### config.mk
export PLATFORM = sky130hd
export DESIGN_NAME = seven_seg_capture_flat
export DESIGN_NICKNAME = d
export VERILOG_FILES = /design/src/rtl/seven_seg_pkg.sv /design/src/rtl/seven_seg_capture_if.sv /design/src/rtl/seven_seg_decode.sv /design/src/rtl/seven_seg_capture.sv /design/src/flat_wrapper.sv
export SDC_FILE = /design/constraint.sdc
export NUM_CORES = 1
export LEC_CHECK = 0
export ABC_CLOCK_PERIOD_IN_PS = 3600
export BUFFER_PORTS_ARGS = -buffer_cell sky130_fd_sc_hd__buf_2
export CELL_PAD_IN_SITES_DETAIL_PLACEMENT = 1
export CELL_PAD_IN_SITES_GLOBAL_PLACEMENT = 2
export CORE_MARGIN = 2
export CORE_UTILIZATION = 35
export CTS_BUF_LIST = sky130_fd_sc_hd__clkbuf_16
export CTS_CLUSTER_DIAMETER = 60
export DETAILED_ROUTE_END_ITERATION = 10
export PLACE_DENSITY_LB_ADDON = 0.1
export SLEW_MARGIN = 20
export SYNTH_ARGS = -nofsm -noshare
export SYNTH_HDL_FRONTEND = slang
export SYNTH_SLANG_ARGS = --single-unit
### constraint.sdc
create_clock -name clk_in -period 3.6 [get_ports clk_in]
set_input_delay 0.9 -clock clk_in [delete_from_list [all_inputs] [get_ports clk_in]]
set_output_delay 0.9 -clock clk_in [all_outputs]
set_load 0.01 [all_outputs]
### src/rtl/seven_seg_pkg.sv
// Encodings shared by the seven-segment display driver and the capture block:
// segment patterns, one-cold anode codes and small classification helpers.
`timescale 1ns/1ps
package seven_seg_pkg;

  // Active-low one-cold anode codes, slot 3 is the leftmost digit
  localparam logic [3:0] ANODES_SLOT0 = 4'b1110;
  localparam logic [3:0] ANODES_SLOT1 = 4'b1101;
  localparam logic [3:0] ANODES_SLOT2 = 4'b1011;
  localparam logic [3:0] ANODES_SLOT3 = 4'b0111;
  localparam logic [3:0] ANODES_BLANK = 4'b1111;

  // Active-low segment patterns, bit order g..a
  localparam logic [6:0] SEG_HEX_0 = 7'b1000000;
  localparam logic [6:0] SEG_HEX_1 = 7'b1111001;
  localparam logic [6:0] SEG_HEX_2 = 7'b0100100;
  localparam logic [6:0] SEG_HEX_3 = 7'b0110000;
  localparam logic [6:0] SEG_HEX_4 = 7'b0011001;
  localparam logic [6:0] SEG_HEX_5 = 7'b0010010;
  localparam logic [6:0] SEG_HEX_6 = 7'b0000010;
  localparam logic [6:0] SEG_HEX_7 = 7'b1111000;
  localparam logic [6:0] SEG_HEX_8 = 7'b0000000;
  localparam logic [6:0] SEG_HEX_9 = 7'b0010000;
  localparam logic [6:0] SEG_HEX_A = 7'b0001000;
  localparam logic [6:0] SEG_HEX_B = 7'b0000011;
  localparam logic [6:0] SEG_HEX_C = 7'b1000110;
  localparam logic [6:0] SEG_HEX_D = 7'b0100001;
  localparam logic [6:0] SEG_HEX_E = 7'b0000110;
  localparam logic [6:0] SEG_HEX_F = 7'b0001110;
  localparam logic [6:0] SEG_ALL_OFF = 7'b1111111;

  typedef enum logic [1:0] {
    ANODE_BLANK   = 2'd0,
    ANODE_DIGIT   = 2'd1,
    ANODE_ILLEGAL = 2'd2
  } anode_class_e;

  typedef struct packed {
    logic       match;
    logic [3:0] nibble;
  } seg_decode_t;

  // Nibble to segment pattern, as used by the display driver side
  function automatic logic [6:0] seg_encode(input logic [3:0] nibble);
    logic [6:0] pat;
    case (nibble)
      4'h0: pat = SEG_HEX_0;
      4'h1: pat = SEG_HEX_1;
      4'h2: pat = SEG_HEX_2;
      4'h3: pat = SEG_HEX_3;
      4'h4: pat = SEG_HEX_4;
      4'h5: pat = SEG_HEX_5;
      4'h6: pat = SEG_HEX_6;
      4'h7: pat = SEG_HEX_7;
      4'h8: pat = SEG_HEX_8;
      4'h9: pat = SEG_HEX_9;
      4'hA: pat = SEG_HEX_A;
      4'hB: pat = SEG_HEX_B;
      4'hC: pat = SEG_HEX_C;
      4'hD: pat = SEG_HEX_D;
      4'hE: pat = SEG_HEX_E;
      4'hF: pat = SEG_HEX_F;
      default: pat = SEG_ALL_OFF;
    endcase
    return pat;
  endfunction

  // Classify an anode sample as blank, a single legal digit, or illegal
  function automatic anode_class_e anode_classify(input logic [3:0] anodes);
    anode_class_e cls;
    case (anodes)
      ANODES_SLOT0, ANODES_SLOT1, ANODES_SLOT2, ANODES_SLOT3: cls = ANODE_DIGIT;
      ANODES_BLANK: cls = ANODE_BLANK;
      default:      cls = ANODE_ILLEGAL;
    endcase
    return cls;
  endfunction

  // Slot index of a legal one-cold anode code (0 for anything else)
  function automatic logic [1:0] anode_slot(input logic [3:0] anodes);
    logic [1:0] slot;
    case (anodes)
      ANODES_SLOT0: slot = 2'd0;
      ANODES_SLOT1: slot = 2'd1;
      ANODES_SLOT2: slot = 2'd2;
      ANODES_SLOT3: slot = 2'd3;
      default:      slot = 2'd0;
    endcase
    return slot;
  endfunction

endpackage

### src/rtl/seven_seg_capture_if.sv
// Display bus plus captured-frame outputs of the seven-segment capture block.
`timescale 1ns/1ps
interface seven_seg_capture_if;
  logic [7:0]  segs_in;    // active-low {dp,g,f,e,d,c,b,a}
  logic [3:0]  anodes_in;  // active-low one-cold digit enables
  logic [15:0] data_out;   // last complete frame, [15:12] leftmost
  logic [3:0]  dots_out;   // decimal points, active-high
  logic        valid_out;  // one-cycle frame strobe
  logic        error_out;  // one-cycle illegal-pattern strobe

  modport master (
    output segs_in, anodes_in,
    input  data_out, dots_out, valid_out, error_out
  );

  modport slave (
    input  segs_in, anodes_in,
    output data_out, dots_out, valid_out, error_out
  );
endinterface

### src/rtl/seven_seg_decode.sv
// Combinational segment pattern to hex nibble decoder.
`timescale 1ns/1ps
module seven_seg_decode
  import seven_seg_pkg::*;
(
  input  logic [6:0]  pattern_i,
  output seg_decode_t decode_o
);

  // Reverse lookup of the shared hex table; anything else is a non-match
  always_comb begin
    decode_o = '{match: 1'b1, nibble: 4'h0};
    case (pattern_i)
      SEG_HEX_0: decode_o.nibble = 4'h0;
      SEG_HEX_1: decode_o.nibble = 4'h1;
      SEG_HEX_2: decode_o.nibble = 4'h2;
      SEG_HEX_3: decode_o.nibble = 4'h3;
      SEG_HEX_4: decode_o.nibble = 4'h4;
      SEG_HEX_5: decode_o.nibble = 4'h5;
      SEG_HEX_6: decode_o.nibble = 4'h6;
      SEG_HEX_7: decode_o.nibble = 4'h7;
      SEG_HEX_8: decode_o.nibble = 4'h8;
      SEG_HEX_9: decode_o.nibble = 4'h9;
      SEG_HEX_A: decode_o.nibble = 4'hA;
      SEG_HEX_B: decode_o.nibble = 4'hB;
      SEG_HEX_C: decode_o.nibble = 4'hC;
      SEG_HEX_D: decode_o.nibble = 4'hD;
      SEG_HEX_E: decode_o.nibble = 4'hE;
      SEG_HEX_F: decode_o.nibble = 4'hF;
      default:   decode_o = '{match: 1'b0, nibble: 4'h0};
    endcase
  end

endmodule

### src/rtl/seven_seg_capture.sv
// Captures frames from an active-low multiplexed 4-digit seven-segment bus:
// synchronise, qualify stable digits, decode, and publish complete frames.
`timescale 1ns/1ps
module seven_seg_capture
  import seven_seg_pkg::*;
#(
  parameter int unsigned STABLE_COUNT = 16
)
(
  input  logic         clk_in,
  input  logic         reset_in,
  seven_seg_capture_if.slave bus
);

  localparam logic [7:0]  QUAL_LEVEL = 8'(STABLE_COUNT - 1);
  localparam logic [7:0]  CNT_MAX    = 8'hFF;
  localparam logic [11:0] IDLE_BUS   = 12'hFFF;

  // Synchroniser and stability filter
  logic [11:0] sync1_q, sync1_d;
  logic [11:0] sync2_q, sync2_d;
  logic [11:0] prev_q, prev_d;
  logic [7:0]  cnt_q, cnt_d;

  // Frame assembly
  logic [15:0] shadow_q, shadow_d;
  logic [3:0]  shadow_dots_q, shadow_dots_d;
  logic [3:0]  seen_q, seen_d;

  // Outputs
  logic [15:0] data_q, data_d;
  logic [3:0]  dots_q, dots_d;
  logic        valid_q, valid_d;
  logic        error_q, error_d;

  // Qualified sample view
  logic         qualify_s;
  logic [3:0]   q_anodes_s;
  logic [7:0]   q_segs_s;
  anode_class_e cls_s;
  logic [1:0]   slot_s;
  seg_decode_t  dec_s;
  logic         frame_done_s;
  logic [3:0]   seen_base_s;

  // The qualified pattern is the held previous sample: it is the one the
  // counter has been measuring, even if the bus moves during this cycle.
  assign q_anodes_s   = prev_q[11:8];
  assign q_segs_s     = prev_q[7:0];
  assign qualify_s    = (cnt_q == QUAL_LEVEL);
  assign cls_s        = anode_classify(q_anodes_s);
  assign slot_s       = anode_slot(q_anodes_s);
  assign frame_done_s = (seen_q == 4'hF);

  seven_seg_decode u_decode (
    .pattern_i (q_segs_s[6:0]),
    .decode_o  (dec_s)
  );

  // Two-flop synchroniser followed by the previous-sample register
  always_comb begin
    sync1_d = {bus.anodes_in, bus.segs_in};
    sync2_d = sync1_q;
    prev_d  = sync2_q;
  end

  // Stability counter: restart on any change, otherwise count up and saturate
  always_comb begin
    if (sync2_q != prev_q) begin
      cnt_d = 8'd0;
    end else if (cnt_q != CNT_MAX) begin
      cnt_d = cnt_q + 8'd1;
    end else begin
      cnt_d = cnt_q;
    end
  end

  // Frame assembly: a completed frame clears seen first, so a qualify in
  // the publish cycle starts the next frame.  Qualifies are at least two
  // cycles apart, so an error can never land in the publish cycle.
  always_comb begin
    seen_base_s   = frame_done_s ? 4'h0 : seen_q;
    seen_d        = seen_base_s;
    shadow_d      = shadow_q;
    shadow_dots_d = shadow_dots_q;
    error_d       = 1'b0;
    if (qualify_s) begin
      case (cls_s)
        ANODE_DIGIT: begin
          if (dec_s.match) begin
            shadow_d[{slot_s, 2'b00} +: 4] = dec_s.nibble;
            shadow_dots_d[slot_s]          = ~q_segs_s[7];
            seen_d[slot_s]                 = 1'b1;
          end else begin
            error_d = 1'b1;
            seen_d  = 4'h0;
          end
        end
        ANODE_BLANK: begin
          seen_d = seen_base_s;
        end
        default: begin
          error_d = 1'b1;
          seen_d  = 4'h0;
        end
      endcase
    end else begin
      seen_d = seen_base_s;
    end
  end

  // Publish the shadow one cycle after the last slot is seen
  always_comb begin
    valid_d = frame_done_s;
    if (frame_done_s) begin
      data_d = shadow_q;
      dots_d = shadow_dots_q;
    end else begin
      data_d = data_q;
      dots_d = dots_q;
    end
  end

  // State registers; synchroniser idles at all-ones (display dark)
  always_ff @(posedge clk_in or negedge reset_in) begin
    if (!reset_in) begin
      sync1_q       <= IDLE_BUS;
      sync2_q       <= IDLE_BUS;
      prev_q        <= IDLE_BUS;
      cnt_q         <= 8'd0;
      shadow_q      <= 16'h0000;
      shadow_dots_q <= 4'h0;
      seen_q        <= 4'h0;
      data_q        <= 16'h0000;
      dots_q        <= 4'h0;
      valid_q       <= 1'b0;
      error_q       <= 1'b0;
    end else begin
      sync1_q       <= sync1_d;
      sync2_q       <= sync2_d;
      prev_q        <= prev_d;
      cnt_q         <= cnt_d;
      shadow_q      <= shadow_d;
      shadow_dots_q <= shadow_dots_d;
      seen_q        <= seen_d;
      data_q        <= data_d;
      dots_q        <= dots_d;
      valid_q       <= valid_d;
      error_q       <= error_d;
    end
  end

  assign bus.data_out  = data_q;
  assign bus.dots_out  = dots_q;
  assign bus.valid_out = valid_q;
  assign bus.error_out = error_q;

endmodule
### src/flat_wrapper.sv
// flat-port wrapper written by rule: the top's interface ports become plain ports
module seven_seg_capture_flat import seven_seg_pkg::*;
#(
  parameter int unsigned STABLE_COUNT = 16
)
  (clk_in, reset_in, bus_segs_in, bus_anodes_in, bus_data_out, bus_dots_out, bus_valid_out, bus_error_out);
  seven_seg_capture_if bus_i ();
  input  logic clk_in;
  input  logic reset_in;
  input wire logic [$bits(bus_i.segs_in)-1:0] bus_segs_in;
  input wire logic [$bits(bus_i.anodes_in)-1:0] bus_anodes_in;
  output wire logic [$bits(bus_i.data_out)-1:0] bus_data_out;
  output wire logic [$bits(bus_i.dots_out)-1:0] bus_dots_out;
  output wire logic [$bits(bus_i.valid_out)-1:0] bus_valid_out;
  output wire logic [$bits(bus_i.error_out)-1:0] bus_error_out;
  assign bus_i.segs_in = bus_segs_in;
  assign bus_i.anodes_in = bus_anodes_in;
  assign bus_data_out = bus_i.data_out;
  assign bus_dots_out = bus_i.dots_out;
  assign bus_valid_out = bus_i.valid_out;
  assign bus_error_out = bus_i.error_out;
  seven_seg_capture #(.STABLE_COUNT(STABLE_COUNT)) u_core (.clk_in(clk_in), .reset_in(reset_in), .bus(bus_i));
endmodule
==> results.toml, run 1 <==
[routing]
viasPerCell = 4.95
vias = 2410
drt_wl_total_mm = 7.20
first_iter_violations = 109
drtPass1Iterations = 4
wire_per_inst_um = 14.8
drcViolationCount = 0
ant_nets = 0

[cts]
hold_buffers = 0
cts_resized = 0
clockRootBuffer = "clkbuf_16"
cts.sinks = 90
cts_tree = "yes"
postCtsSetupBuffers = 0
cts_buffers = 9
cts_max_level = 3
path_clk_slew_ns = 0.07
clk_latency_ns = 0.34
cts_max_path_buffers = 2

[sta]
finalSetupViolCount = 0
timing.fmax_mhz = 417
layout_setup_ws_ns = 1.20
fin_crit_sh_pct = 66.6
min_period_ns = 2.40
max_slew_margin_pct = 40.1
worstMarginPinSlew_ns = 0.899
setup-tns-final_ns = 0
hold_viol = 0
slew_violations = 0
rsz0062_at_grt = "no"
skew_ns = 0.0100

[grt]
grt_max_degree = 73
grt_remaining_overflow = 0
first_global_vias = 2539
grt_usage_pct = 14.3
grt_pass1_wl_mm = 12.9
antenna_found_initial = 0

[cells_and_area]
multiInputGateArea_mm2 = 0.00133
ff_latch_area_mm2 = 0.00230
area_growth_syn_to_layout_pct = 16.8
n_fill_cell = 1134
drive_gt1_share_pct = 27.4
fin_nets = 367
diodes = 0

[hold_path]
min_delay_path_depth = 0
hold_end = "u_core.prev_d[1]"
hold_start = "u_core.sync1_q[1]"
hold_class = "flip-flop to flip-flop"

[flow_run]
max_cap_viol_count = 0

[synthesis]
synth_adder_area_share_pct = 2.35
synth_top_family_by_area = "simple AND/OR/NAND/NOR gates"
yosysTopAreaCellShare_pct = 36.3
syn-cell-area_mm2 = 0.00372
yosysUniqueCellTypes = 48
yosys_warnings = 0
ys_seq_area_share_pct = 61.8
synth_flop_cell = "dfrtp_1"
syn_nets = 333
synth.avg_cell_area_um2 = 11.9
synth_edf_count = 0
synthXorXnorAreaFrac_pct = 4.47
synth_area_leaders = "dfrtp_1, dfstp_2, nand2_1"
postSynthCellCount = 312
async_flop_share_pct = 100
synth_top_area_cell = "dfrtp_1"
yosys.area_share.simple_pct = 15.6
synth_compound_gate_area_share_pct = 11.9
synthMuxAreaShare_pct = 1.35
yosys_register_bits = 90

[worst_setup_path]
path_class = "flip-flop to flip-flop"
path_cells = "ha_1 > and2_1 > nand3_1 > a31oi_2 > a21boi_0 > a22o_1"
cp-end-kind = "flip-flop"
reg2reg_from = "u_core.cnt_q[0]"
cpMaxStageDelayCell = "a31oi_2"
reg2reg_to = "u_core.shadow_q[0]"
worst_ep_arrival_time_ns = 2.67
reg2reg_depth = 6
cp_num_buf_inv = 0
cp.required_ns = 3.87
slowest_delay_ns = 0.64
cp_top_family = "compound AO/OA/AOI/OAI gates"
r2r_slack_ns = 1.20
worstPathMaxFanout = 14
cp.depth = 6
cp-start-kind = "flip-flop"

[floorplan]
fp.dieW_um = 107
die_y_um = 107
dieArea_mm2 = 0.0115
core_mm2 = 0.0103
start_util_pct = 36.0
fp-row-count = 37
pin_count = 36

[pwr]
vdd_drop_max_mv = 0.257
power.density_mw_per_mm2 = 491
p_leak_nw = 2.10

[placement]
pre_cts_ws_ns = 1.20
dp_hpwl_mm = 4.89
place_congestion = 0.715
port_buffers = 35

[outcome]
status = "completed"
[cell families after synthesis]
kind of cell | count (synthesis)
AO/OA/AOI/OAI | 51
AND/OR/NAND/NOR | 117
adder cells (fa/ha/maj) | 7
flip-flops | 90
buffers and inverters | 23
multiplexers | 5
XOR/XNOR | 19
[worst register-to-register path: cells and delay by family (launching register included)]
| kind | cells | cell delay [ns] |
|---|---|---|
| compound gates | 3 | 1.36 |
| fa+ha+maj | 1 | 0.18 |
| flops | 1 | 0.38 |
| simple gates | 2 | 0.42 |
[registers in the layout, indices dropped and copies added, names as in the netlist, 8 cells and up]
register / flops
u_core.bus.data_out: 16
u_core.shadow_q: 16
u_core.prev_q: 12
u_core.cnt_q: 8
u_core.sync1_q: 12
u_core.prev_d: 12
[metal layers]
| metal | vias up | wire (um) | GRT usage (%) |
|---|---|---|---|
| met5 | - | 0 | 0 |
| met4 | 0 | 99 | 5.57 |
| met3 | 8 | 200 | 2.55 |
| met2 | 32 | 3390 | 22.3 |
| met1 | 1205 | 3510 | 20.0 |
| li1 | 1165 | - | - |
[metrics by stage]
stage          std cells  utilization [%]  power (mW)  hold slack, ns  instance area [um^2]
5_1_grt              487             42.1        2.22           0.357                  4340
3_3_place_gp         471             39.0        1.16           0.346                  4030
4_1_cts              487             42.1        2.17           0.356                  4340
6_report             487             42.1        2.13           0.355                  4340
3_5_place_dp         471             39.0        1.17           0.347                  4030
2_1_floorplan        312                -        1.12           0.345                  3720
[how the worst max path moves through the flow]
stage                     slack (ns)         startpoint                  end
after floorplan                 1.53  u_core.prev_q[11]  u_core.shadow_q[13]
after global placement          1.28    u_core.cnt_q[0]   u_core.shadow_q[4]
after detailed placement        1.20    u_core.cnt_q[0]   u_core.shadow_q[0]
after CTS                       1.18    u_core.cnt_q[0]  u_core.shadow_q[12]
after global routing            0.92    u_core.cnt_q[0]  u_core.shadow_q[12]
final                           1.20    u_core.cnt_q[0]   u_core.shadow_q[0]
[power breakdown]
part,internal (mW),switching [mW],total [mW]
Combinational,0.0260,0.0438,0.0699
Sequential,1.05,0.0267,1.08
Clock,0.587,0.402,0.989
[cells in the mapped netlist, types with 3 or more instances]
cell type   n
nand2_1    58
dfrtp_1    54
dfstp_2    36
xor2_1     18
nor2_1     13
a22o_1     12
nand3_1    11
o21ai_0     9
buf_2       7
clkbuf_1    7
ha_1        7
inv_1       7
nor3_1      6
mux2i_1     5
a2bb2oi_1   4
a32o_1      4
nor4_1      4
o211ai_2    4
and3_1      3
nand2b_1    3
[cell usage in the layout (no fill, tap or decap), types with 2 or more instances in the layout]
cell type and n:
inv_1 8, o21a_1 2, inv_6 3, and2_1 2, nand4b_1 2, and3_1 3
mux2i_1 5, nor2b_1 2, nor3b_1 2, a22o_1 12, o211ai_1 2, nand2b_1 3
nor2_1 13, buf_2 34, nand3_1 11, o21ai_0 9, and4b_1 2, a211oi_1 2
ha_1 7, nand2_1 58, dfrtp_1 54, o211ai_2 4, a32o_1 4, buf_4 4
dfstp_2 36, nand4_1 2, nor4b_1 2, xor2_1 18, and4_1 2, nor4_1 4
a2bb2oi_1 4, clkbuf_16 10, a2111oi_0 2, nor3_1 6
[cell type report]
cell class / count / share of cell area, %
Multi-Input combinational cell: 199 / 30.6
Timing Repair Buffer: 38 / 4.61
Clock buffer: 10 / 5.76
Clock inverter: 6 / 1.58
Inverter: 8 / 0.691
Tap cell: 136 / 3.92
Sequential cell: 90 / 52.9
(Power assumes the default switching activity.)
==> run 2: changes to the inputs <==
--- a/config.mk
+++ b/config.mk
@@ -5,7 +5,7 @@
 export SDC_FILE = /design/constraint.sdc
 export NUM_CORES = 1
 export LEC_CHECK = 0
-export ABC_CLOCK_PERIOD_IN_PS = 3600
+export ABC_CLOCK_PERIOD_IN_PS = 2200
 export BUFFER_PORTS_ARGS = -buffer_cell sky130_fd_sc_hd__buf_2
 export CELL_PAD_IN_SITES_DETAIL_PLACEMENT = 1
 export CELL_PAD_IN_SITES_GLOBAL_PLACEMENT = 2
==> constraint.sdc (replaced) <==
create_clock -name clk_in -period 2.2 [get_ports clk_in]
set_input_delay 0.55 -clock clk_in [delete_from_list [all_inputs] [get_ports clk_in]]
set_output_delay 0.55 -clock clk_in [all_outputs]
set_load 0.01 [all_outputs]
==> run 2 against run 1 <==
  * Cell area rose by 4.4%
  * Sequential cell count did not move
  * First-iteration DRC count fell by 11%
  * Register-to-register slack got worse by 1.1 ns
  * Sequential power rose by 62%
  * Final cell count rose by 3.9%
  * Non-clock buffer count rose by 19
  * Combinational power rose by 120%
  * Global-route usage rose by 0.22 points
  * Clock skew fell by 0.0047 ns
  * Maximum frequency rose by 16%
==> results.toml, run 2 (synthesis gave the netlist of run 1 again) <==
[cells_and_area]
layout_commonest_cell = "nand2_1"
area_growth_syn_to_layout_pct = 21.9
diodes = 0
fin_nets = 386
drive_gt1_share_pct = 31.4
instances_no_fill = 506
fin_util_pct = 43.9
layout_common_cells = "nand2_1, dfrtp_1, dfstp_2, buf_2, buf_4"

[outcome]
status = "completed"

[sta]
worstMarginPinSlew_ns = 0.471
hold_viol = 0
layout_setup_ws_ns = 0.128
fin_crit_sh_pct = 94.2
skew_ns = 0.00528
max_slew_margin_pct = 68.6
rsz0062_at_grt = "no"
finalSetupViolCount = 0
timing.fmax_mhz = 483
slew_violations = 0
min_period_ns = 2.07
fin_hold_ws_ns = 0.153

[grt]
antenna_found_initial = 0
grt_usage_pct = 14.6
grt_max_degree = 41
grt_remaining_overflow = 0
first_global_vias = 2515
grt_pass1_wl_mm = 12.8

[worst_setup_path]
worstPathMaxFanout = 7
path_class = "flip-flop to flip-flop"
cp-end-kind = "flip-flop"
cp-start-kind = "flip-flop"
cpMaxStageDelayCell = "dfstp_2"
cp.required_ns = 2.44
slowest_delay_ns = 0.56
path_cells = "or3b_1 > a211o_1 > nand4_4 > o211ai_2 > a22o_1"
worst_ep_arrival_time_ns = 2.31

[flow_run]
max_cap_viol_count = 0

[cts]
clockRootBuffer = "clkbuf_16"
cts_max_path_buffers = 2
cts_tree = "yes"
clk_latency_ns = 0.35
cts_max_level = 3
path_clk_slew_ns = 0.07
cts_buffers = 9
cts.sinks = 90

[floorplan]
pin_count = 36
start_util_pct = 36.0
die_y_um = 107
fp.dieW_um = 107
core_mm2 = 0.0103
dieArea_mm2 = 0.0115
fp-row-count = 37

[hold_path]
hold_class = "primary input to asynchronous set/reset pin"

[placement]
place_congestion = 0.738
dpl.cell_count = 486
dp_hpwl_mm = 5.17
port_buffers = 35
pre_cts_ws_ns = -0.00227

[routing]
vias = 2439
viasPerCell = 4.82
drcViolationCount = 0
drtPass1Iterations = 4
first_iter_violations = 97
wire_per_inst_um = 14.8
drt_wl_total_mm = 7.50
ant_nets = 0

[pwr]
p_leak_nw = 2.21
vdd_drop_max_mv = 0.374
power_mw = 3.64
power.density_mw_per_mm2 = 802
## run 2: changes by cell type in the layout (fill, tap and decap cells not counted)
| cell | before | now |
|---|---|---|
| buf_4 | 4 | 21 |
| bufinv_16 | 1 | 3 |
| inv_6 | 3 | 1 |
| nor4b_1 | 2 | 0 |
| nor4b_2 | 0 | 2 |
| buf_12 | 0 | 1 |
| buf_6 | 0 | 1 |
| clkbuf_16 | 10 | 9 |
| clkinv_1 | 1 | 2 |
| clkinv_4 | 1 | 0 |
| inv_1 | 8 | 9 |
| nor2b_1 | 2 | 1 |
| nor2b_2 | 0 | 1 |
## run 2: worst paths after layout
| path | start | to | slack (ns) | cells after the start |
|---|---|---|---|---|
| max in group asynchronous | reset_in | u_core.prev_q[7] | 1.36 | 2 |
| setup reg to reg | u_core.prev_q[1] | u_core.shadow_q[3] | 0.13 | 5 |
| hold / removal | reset_in | u_core.bus.data_out[10] | 0.15 | 1 |
| min in group clk_in | bus_segs_in[0] | u_core.sync1_q[0] | 0.30 | 1 |
| hold reg to reg | u_core.sync1_q[0] | u_core.prev_d[0] | 0.36 | 0 |
| setup / recovery | u_core.prev_q[1] | u_core.shadow_q[3] | 0.13 | 5 |
## run 2: power by group
part	internal (mW)	switching (mW)	leakage [nW]	total, mW
logic	0.0620	0.0886	0.906	0.151
clock network	1.10	0.633	0.170	1.73
registers	1.72	0.0342	1.13	1.75
total	2.88	0.755	2.21	3.64
## run 2: layout make-up
cell class                 instances  area, um^2
sequential                        90        2300
inverter                           8        30.0
timing repair buffer              57         359
multi-input combinational        199        1340
clock buffer                       9         225
fill                            1126        5790
tap                              136         170
clock inverter                     7         110
## run 2: routing by layer
metal | vias up | wire length (um) | GRT usage [%]
met4 | 0 | 165 | 7.79
met3 | 9 | 215 | 2.92
met5 | - | 0 | 0
met2 | 34 | 3560 | 22.7
li1 | 1197 | - | -
met1 | 1199 | 3560 | 19.1
## run 2: through the flow
stage / TNS [ns] / cell area, um^2
2_1_floorplan: 0 / 3720
3_3_place_gp: 0 / 4150
3_5_place_dp: -0.00227 / 4150
4_1_cts: 0 / 4500
5_1_grt: 0 / 4530
6_report: 0 / 4530
## run 2: critical path, delay by kind of cell, from the launching register on
family,cells,cell delay (ns)
AO/OA/AOI/OAI,3,0.81
flip-flops,1,0.56
AND/OR/NAND/NOR,2,0.60
## run 2: repair_timing
action | in CTS | in global routing
setup endpoints to repair | 6 | 20
buffers inserted | 2 | 2
hold buffers | 0 | 0
resized for setup | 0 | 4
pin swaps | 1 | 0
==> run 3: changes to the inputs <==
==> constraint.sdc (replaced) <==
create_clock -name clk_in -period 2.2 [get_ports clk_in]
set_input_delay 0 -clock clk_in [delete_from_list [all_inputs] [get_ports clk_in]]
set_output_delay 0 -clock clk_in [all_outputs]
set_load 0.01 [all_outputs]
==> run 3 against run 2 <==
  * Register-to-register slack got worse by 0.05 ns
  * Cell area rose by 1.2%
  * Utilization rose by 0.53 points
  * Wire length rose by 1.7%
  * Largest power group unchanged
  * Count of clock-buffer cells in the layout rose by 1
  * Final cell count rose by 2.2%
  * Clock power fell by 14%
  * Highest routed layer unchanged
==> results.toml, run 3 (synthesis gave the netlist of run 1 again) <==
[cts]
cts.sinks = 90
cts_max_path_buffers = 2
clk_latency_ns = 0.34
clockRootBuffer = "clkbuf_16"
cts_max_level = 3
path_clk_slew_ns = 0.07
cts_tree = "yes"
cts_buffers = 9

[worst_setup_path]
path_class = "flip-flop to flip-flop"
cp_top_family = "compound AO/OA/AOI/OAI gates"
cp.required_ns = 2.42
path_cells = "xor2_1 > a32oi_2 > o41ai_4 > buf_4 > o211ai_2 > a22o_1"
slowest_delay_ns = 0.63
cp.depth = 6
cp-end-kind = "flip-flop"
worstPathMaxFanout = 10
worst_ep_arrival_time_ns = 2.34
cp-start-kind = "flip-flop"
crit_path_end = "u_core.shadow_q[0]"
crit_start = "u_core.prev_q[4]"
cpMaxStageDelayCell = "dfstp_2"
reg2reg_from = "u_core.prev_q[4]"
reg2reg_depth = 6
cp_num_buf_inv = 1
reg2reg_to = "u_core.shadow_q[0]"
r2r_slack_ns = 0.08

[cells_and_area]
drive_gt1_share_pct = 29.9
fin_nets = 397
multiInputGateArea_mm2 = 0.00134
ff_latch_area_mm2 = 0.00230
final_area_mm2 = 0.00459
diodes = 0
area_growth_syn_to_layout_pct = 23.4
layout_commonest_cell = "nand2_1"
layout_common_cells = "nand2_1, dfrtp_1, dfstp_2, buf_2, buf_4"
n_fill_cell = 1114
fin_util_pct = 44.5

[grt]
antenna_found_initial = 0
grt_usage_pct = 14.9
grt_pass1_wl_mm = 13.4
first_global_vias = 2744
grt_max_degree = 41
grt_remaining_overflow = 0

[routing]
drtPass1Iterations = 4
ant_nets = 0
wire_per_inst_um = 14.8
drcViolationCount = 0
drt_wl_total_mm = 7.63
viasPerCell = 4.82
first_iter_violations = 71
vias = 2491

[pwr]
internal_power_mw = 2.62
power.switching_mw = 0.772
power_frac_comb_pct = 4.9
power.density_mw_per_mm2 = 740
clkPwrFrac_pct = 43.5
p_seq_share_pct = 51.6
p_leak_nw = 2.23
vdd_drop_max_mv = 0.319
swShare_pct = 22.7

[sta]
fin_hold_ws_ns = 0.149
worstMarginPinSlew_ns = 0.465
hold_viol = 0
skew_ns = 0.00573
min_period_ns = 2.12
max_slew_margin_pct = 69.0
timing.fmax_mhz = 472
slew_violations = 0
fin_crit_sh_pct = 96.3
rsz0062_at_grt = "yes"
finalSetupViolCount = 0

[floorplan]
die_y_um = 107
core_mm2 = 0.0103
fp.dieW_um = 107
dieArea_mm2 = 0.0115
start_util_pct = 36.0
pin_count = 36
fp-row-count = 37

[placement]
dp_hpwl_mm = 5.35
place_congestion = 0.747
port_buffers = 35
dpl-instance-area_mm2 = 0.00415

[flow_run]
max_cap_viol_count = 0

[outcome]
status = "completed"

[hold_path]
hold_class = "primary input to asynchronous set/reset pin"
run 3: layer usage:
| metal | routed length [um] | up-vias | GRT usage, % |
|---|---|---|---|
| met3 | 237 | 10 | 3.34 |
| li1 | - | 1214 | - |
| met4 | 113 | 0 | 4.73 |
| met1 | 3580 | 1224 | 19.0 |
| met2 | 3700 | 43 | 25.1 |
| met5 | 0 | - | 0 |
run 3: how the worst min path moves through the flow:
stage / cells past startpoint / from / end
after floorplan: 0 / reset_in / u_core.bus.data_out[0]
after global placement: 1 / reset_in / u_core.bus.valid_out
after detailed placement: 1 / reset_in / u_core.bus.valid_out
after CTS: 2 / reset_in / u_core.bus.valid_out
after global routing: 2 / reset_in / u_core.bus.valid_out
final: 2 / reset_in / u_core.bus.valid_out
run 3: final cells by class:
class	count	share of cell area (%)
Tap cell	136	3.71
Multi-Input combinational cell	199	29.1
Sequential cell	90	50.1
Clock buffer	10	5.45
Clock inverter	6	0.791
Inverter	8	0.654
Timing Repair Buffer	68	10.3
run 3: power groups by stage:
stage / clock network, mW / logic [mW] / registers, mW
after floorplan: 0 / 0.0795 / 1.76
after global placement: 0 / 0.148 / 1.78
after detailed placement: 0 / 0.150 / 1.78
after CTS: 1.52 / 0.168 / 1.75
after global routing: 1.60 / 0.187 / 1.76
final: 1.48 / 0.166 / 1.75
run 3: what timing repair did:
| action | in CTS | in global routing |
|---|---|---|
| hold endpoints to repair | 45 | 0 |
| endpoints found under the setup margin | 0 | 18 |
| buffers inserted | 0 | 2 |
| resized for setup | 0 | 1 |
| hold buffers | 13 | 0 |
run 3: stage by stage:
step	total power, mW	TNS (ns)	setup slack [ns]	std cells
floorplan	1.84	0	0.134	312
global placement	1.93	0	0.0513	486
detailed placement	1.93	0	0.0409	486
CTS	3.44	0	0.0109	515
global route	3.54	-0.198	-0.0457	517
finish	3.39	0	0.0816	517
